[config.mk]
export PLATFORM = sky130hd
export DESIGN_NAME = apb_cmd_master
export DESIGN_NICKNAME = d
export VERILOG_FILES = /design/src/rtl/apb_pkg.sv /design/src/rtl/apb_cmd_fifo.sv /design/src/rtl/apb_cmd_master.sv
export SDC_FILE = /design/constraint.sdc
export NUM_CORES = 1
export LEC_CHECK = 0
export CAP_MARGIN = 30
export CELL_PAD_IN_SITES_DETAIL_PLACEMENT = 1
export CELL_PAD_IN_SITES_GLOBAL_PLACEMENT = 1
export CORE_MARGIN = 4
export CORE_UTILIZATION = 36
export CTS_CLUSTER_SIZE = 14
export DETAILED_ROUTE_END_ITERATION = 16
export PLACE_DENSITY = 0.72
export SYNTH_ARGS = -nofsm -noshare
export SYNTH_HDL_FRONTEND = slang
export SYNTH_SLANG_ARGS = --single-unit
[constraint.sdc]
create_clock -name clk -period 3.25 [get_ports clk]
set_input_delay 0.4875 -clock clk [delete_from_list [all_inputs] [get_ports clk]]
set_output_delay 0.4875 -clock clk [all_outputs]
set_load 0.01 [all_outputs]
[src/rtl/apb_pkg.sv]
// rtl/apb_pkg.sv - shared types and default widths for the APB command master
package apb_pkg;

   localparam int ADDR_W_DEF = 8;
   localparam int DATA_W_DEF = 32;
   localparam int DEPTH_DEF  = 2;

   typedef enum logic [1:0] {
      IDLE   = 2'd0,
      SETUP  = 2'd1,
      ACCESS = 2'd2
   } apb_state_e;

   typedef struct packed {
      logic                  write;
      logic [ADDR_W_DEF-1:0] addr;
      logic [DATA_W_DEF-1:0] wdata;
   } apb_cmd_t;

endpackage

[src/rtl/apb_cmd_fifo.sv]
// rtl/apb_cmd_fifo.sv - command queue, wrap-bit pointers, registered storage
module apb_cmd_fifo
   import apb_pkg::*;
#(
   parameter int DEPTH = DEPTH_DEF,
   parameter int W     = $bits(apb_cmd_t)
) (
   input  logic         clk,
   input  logic         rst,
   input  logic         push,
   input  logic [W-1:0] push_data,
   input  logic         pop,
   output logic [W-1:0] pop_data,
   output logic         full,
   output logic         empty
);

   localparam int AW = $clog2(DEPTH);
   localparam logic [AW:0] ONE = 1;

   logic [W-1:0] mem [DEPTH];
   logic [AW:0]  wr_ptr;
   logic [AW:0]  rd_ptr;

   // Same index with opposite wrap bits means the writer has lapped the reader.
   assign full     = (wr_ptr[AW-1:0] == rd_ptr[AW-1:0]) && (wr_ptr[AW] != rd_ptr[AW]);
   assign empty    = (wr_ptr == rd_ptr);
   assign pop_data = mem[rd_ptr[AW-1:0]];

   always_ff @(posedge clk or posedge rst) begin
      if (rst) begin
         wr_ptr <= '0;
         rd_ptr <= '0;
      end else begin
         if (push && !full) wr_ptr <= wr_ptr + ONE;
         if (pop && !empty) rd_ptr <= rd_ptr + ONE;
      end
   end

   always_ff @(posedge clk) begin
      if (push && !full) mem[wr_ptr[AW-1:0]] <= push_data;
   end

endmodule

[src/rtl/apb_cmd_master.sv]
// rtl/apb_cmd_master.sv - queued command port driving back-to-back APB transfers
module apb_cmd_master
   import apb_pkg::*;
#(
   parameter int ADDR_W = ADDR_W_DEF,
   parameter int DATA_W = DATA_W_DEF,
   parameter int DEPTH  = DEPTH_DEF
) (
   input  logic              clk,
   input  logic              rst,
   input  logic              cmd_valid,
   output logic              cmd_ready,
   input  logic              cmd_write,
   input  logic [ADDR_W-1:0] cmd_addr,
   input  logic [DATA_W-1:0] cmd_wdata,
   output logic              rsp_valid,
   output logic              rsp_write,
   output logic [DATA_W-1:0] rsp_rdata,
   output logic              busy,
   output logic [ADDR_W-1:0] paddr,
   output logic              pwrite,
   output logic              psel,
   output logic              penable,
   output logic [DATA_W-1:0] pwdata,
   input  logic [DATA_W-1:0] prdata
);

   localparam int CMD_W = 1 + ADDR_W + DATA_W;

   logic             full;
   logic             empty;
   logic             pop;
   logic [CMD_W-1:0] head;

   apb_state_e        state, state_n;
   logic              psel_n, penable_n, pwrite_n;
   logic [ADDR_W-1:0] paddr_n;
   logic [DATA_W-1:0] pwdata_n;
   logic              rsp_valid_n, rsp_write_n;
   logic [DATA_W-1:0] rsp_rdata_n;

   assign cmd_ready = !full;
   assign busy      = !empty || (state != IDLE);

   apb_cmd_fifo #(
      .DEPTH (DEPTH),
      .W     (CMD_W)
   ) u_fifo (
      .clk       (clk),
      .rst       (rst),
      .push      (cmd_valid && !full),
      .push_data ({cmd_write, cmd_addr, cmd_wdata}),
      .pop       (pop),
      .pop_data  (head),
      .full      (full),
      .empty     (empty)
   );

   always_comb begin
      state_n     = state;
      psel_n      = psel;
      penable_n   = penable;
      paddr_n     = paddr;
      pwrite_n    = pwrite;
      pwdata_n    = pwdata;
      rsp_valid_n = 1'b0;
      rsp_write_n = rsp_write;
      rsp_rdata_n = rsp_rdata;
      pop         = 1'b0;
      case (state)
         IDLE: begin
            if (!empty) begin
               pop       = 1'b1;
               pwrite_n  = head[CMD_W-1];
               paddr_n   = head[DATA_W +: ADDR_W];
               pwdata_n  = head[DATA_W-1:0];
               psel_n    = 1'b1;
               penable_n = 1'b0;
               state_n   = SETUP;
            end
         end
         SETUP: begin
            penable_n = 1'b1;
            state_n   = ACCESS;
         end
         ACCESS: begin
            rsp_valid_n = 1'b1;
            rsp_write_n = pwrite;
            rsp_rdata_n = pwrite ? '0 : prdata;
            penable_n   = 1'b0;
            // Chain straight into the next SETUP so psel never drops between queued transfers.
            if (!empty) begin
               pop      = 1'b1;
               pwrite_n = head[CMD_W-1];
               paddr_n  = head[DATA_W +: ADDR_W];
               pwdata_n = head[DATA_W-1:0];
               psel_n   = 1'b1;
               state_n  = SETUP;
            end else begin
               psel_n  = 1'b0;
               state_n = IDLE;
            end
         end
         default: begin
            psel_n    = 1'b0;
            penable_n = 1'b0;
            state_n   = IDLE;
         end
      endcase
   end

   always_ff @(posedge clk or posedge rst) begin
      if (rst) begin
         state     <= IDLE;
         psel      <= 1'b0;
         penable   <= 1'b0;
         paddr     <= '0;
         pwrite    <= 1'b0;
         pwdata    <= '0;
         rsp_valid <= 1'b0;
         rsp_write <= 1'b0;
         rsp_rdata <= '0;
      end else begin
         state     <= state_n;
         psel      <= psel_n;
         penable   <= penable_n;
         paddr     <= paddr_n;
         pwrite    <= pwrite_n;
         pwdata    <= pwdata_n;
         rsp_valid <= rsp_valid_n;
         rsp_write <= rsp_write_n;
         rsp_rdata <= rsp_rdata_n;
      end
   end

endmodule

==> results.txt <==
Status = finished, final reports clean
Hold Crit Depth = 2
Largest family of logic cells by synthesized area = multiplexers
Min Clock Period, post-route = 2.46 ns
Critical Path Start Type = flip-flop
Asr flop ratio synth = 50.0%
Post-synth top area share = 39.6%
Die width = 139 µm
Post-synthesis simple-gate area fraction = 5.71%
Clock Path Buffers = 2
Area contributors post-synth = edfxtp_1 (40%), dfrtp_1 (33%), mux2_2 (14%)
IO Pins = 155
Pin count of the biggest net entering global routing = 54
DR pass1 iterations = 4
Syn_area_per_cell = 16.0 µm²
Ys flop type = edfxtp_1
Finish-stage setup viols = 0
Fmax = 407 MHz
R2R Setup Slk = 0.96 ns
Final hold viol count = 0
Syn Nets = 464
IO buf count = 154
Remaining global-route overflow = 0
1st-iter DRT viols = 157
Final setup TNS = 0 ns
Placer Congestion = 0.688
Slew HR = 41.0%
Yosys synthesis warning count = 0
Fill count = 1642
First-pass GRT wire length = 23200 µm
CTS root buf = clkbuf_16
H-tree levels = 4
Resize count post-CTS = 0
Syn Inst Count = 388
Worst Tran Pin Value = 0.885 ns
Post-synthesis sequential area ratio = 72.5%
Drt drc = 0
Most common cell after layout, fill and taps aside = clkdlybuf4s50_1
Final nets = 624
Total track usage = 15.5%
Post-synthesis adder-cell area fraction = 0%
Worst vdd ir = 515 µV
Yosys top cell by area = edfxtp_1
Worst EP required = 2.76 ns
Diode count = 0
CTS Buf Count = 17
Antenna viol nets, final = 0
Setup Skew = 0.0158 ns
Critical Setup Path Class = reg2out
Initial antenna violation count = 0
DIE HEIGHT = 139 µm
Post-synthesis mux area share = 15.0%
DR vias/cell = 4.62
Area Overhead vs Synth = 37.5%
Arrival time worst endpoint = 1.97 ns
Via count = 3608
Rows = 47
Hold Path Class = reg2reg
DP Wirelength = 9940 µm
Pwr dens = 1010 mW/mm²
FF+latch count, synth = 164
CTS tree = built
Worst Setup End Kind = output port
# Max-Cap Violations = 0
Max-slew violations = 0
Die Area = 0.0195 mm²
Critical path peak fanout = 16
Static Leak = 3.25 nW
Post-CTS Setup Repair Bufs = 0
CTS sink cnt = 164
Most frequent cells in the layout = clkdlybuf4s50_1 (154), edfxtp_1 (82), dfrtp_1 (81)
Post-route clock period utilization = 75.6%
Avg WL per Cell = 18.6 µm
Xor/xnor share of the synthesized area = 1.09%
Compound-Gate Fraction of Synth Area = 3.44%
Total wire length = 14500 µm
Hold_buf cts = 0
R2R cell count = 5
Core footprint = 0.0168 mm²
Final total power = 8.65 mW
Post-synth cell types = 24
RSZ-0062 raised after global routing = no
Post-synth EDFFs = 82
Later-pin clock latency in the skew report = 0.43 ns
Synthesized area = 0.00622 mm²
Worst hold slack = 0.479 ns
Vias in the first global route = 4114
Starting density of the core = 37.1%
Clk pin slew, worst setup/hold paths = 0.06 ns
Layout cells sized above 1 = 22.1%
per-layer routing:
| layer | GRT usage, % | part of all wire (%) | vias to the layer above | routed length, µm |
|---|---|---|---|---|
| met5 | 0 | 0 | - | 0 |
| met4 | 6.23 | 2.0 | 0 | 297 |
| met3 | 3.46 | 2.8 | 22 | 414 |
| met2 | 27.4 | 55 | 73 | 7930 |
| met1 | 18.3 | 41 | 1815 | 5890 |
| li1 | - | - | 1698 | - |
critical path, stage by stage, from the launching register on:
cell             delay (ns)
dfrtp_2                0.56
xnor2_2                0.34
nand3_1                0.14
clkdlybuf4s50_1        0.51
synth_stat cells, types with 2 or more instances:
cell / n
buf_2: 5
buf_4: 2
buf_6: 4
clkbuf_1: 9
dfrtp_1: 82
edfxtp_1: 82
inv_1: 5
mux2_1: 4
mux2_2: 79
nand2_1: 32
nand2b_1: 34
nor2_1: 3
o21ai_0: 31
o21ai_1: 3
xnor2_1: 3
xnor2_2: 2
per-stage QoR:
step,std cells,area [µm²],utilization [%],setup slack (ns)
after floorplan,388,6220,-,0.115
after global placement,749,8020,47.9,1.09
after detailed placement,749,8020,47.9,0.965
after CTS,781,8560,51.1,0.744
after global routing,781,8560,51.1,0.683
final,781,8560,51.1,0.792
power breakdown:
part | internal [mW] | switching (mW)
sequential | 3.02 | 0.399
clock | 0.988 | 0.830
combinational | 1.90 | 1.51
total | 5.91 | 2.73
sequential cells by signal, summed over array words and instances (netlist names):
signal,cells
pwrite,1
u_fifo.wr_ptr,2
paddr,8
rsp_write,1
psel,1
penable,1
u_fifo.mem,82
state,1
rsp_valid,1
pwdata,32
u_fifo.rd_ptr,2
rsp_rdata,32
cells by family after synthesis:
| logic type | count (synthesis) |
|---|---|
| compound gates | 39 |
| xor+xnor | 6 |
| buf+inv | 25 |
| flops | 164 |
| mux | 83 |
| simple gates | 71 |
final cells by class:
cell class / instances / area (µm²) / area share (%)
repair buffers: 161 / 1630 / 19.1
multi-input cells: 199 / 1580 / 18.5
clock buffers: 19 / 433 / 5.06
flip-flops and latches: 164 / 4520 / 52.8
clock inverters: 13 / 100 / 1.17
well taps: 220 / 275 / 3.22
inverters: 5 / 20.0 / 0.234
path summary, 6_finish.rpt:
kind	from	to
hold / removal	rsp_rdata[31]$_DFFE_PP0P_	rsp_rdata[31]$_DFFE_PP0P_
setup / recovery	u_fifo.rd_ptr[0]$_DFFE_PP0P_	busy
hold reg to reg	rsp_rdata[31]$_DFFE_PP0P_	rsp_rdata[31]$_DFFE_PP0P_
setup reg to reg	u_fifo.rd_ptr[0]$_DFFE_PP0P_	u_fifo.mem[0][37]$_DFFE_PP_
min in group asynchronous	rst	rsp_rdata[27]$_DFFE_PP0P_
max in group asynchronous	rst	u_fifo.rd_ptr[0]$_DFFE_PP0P_
Note: power is estimated with default switching activity, not from simulation.
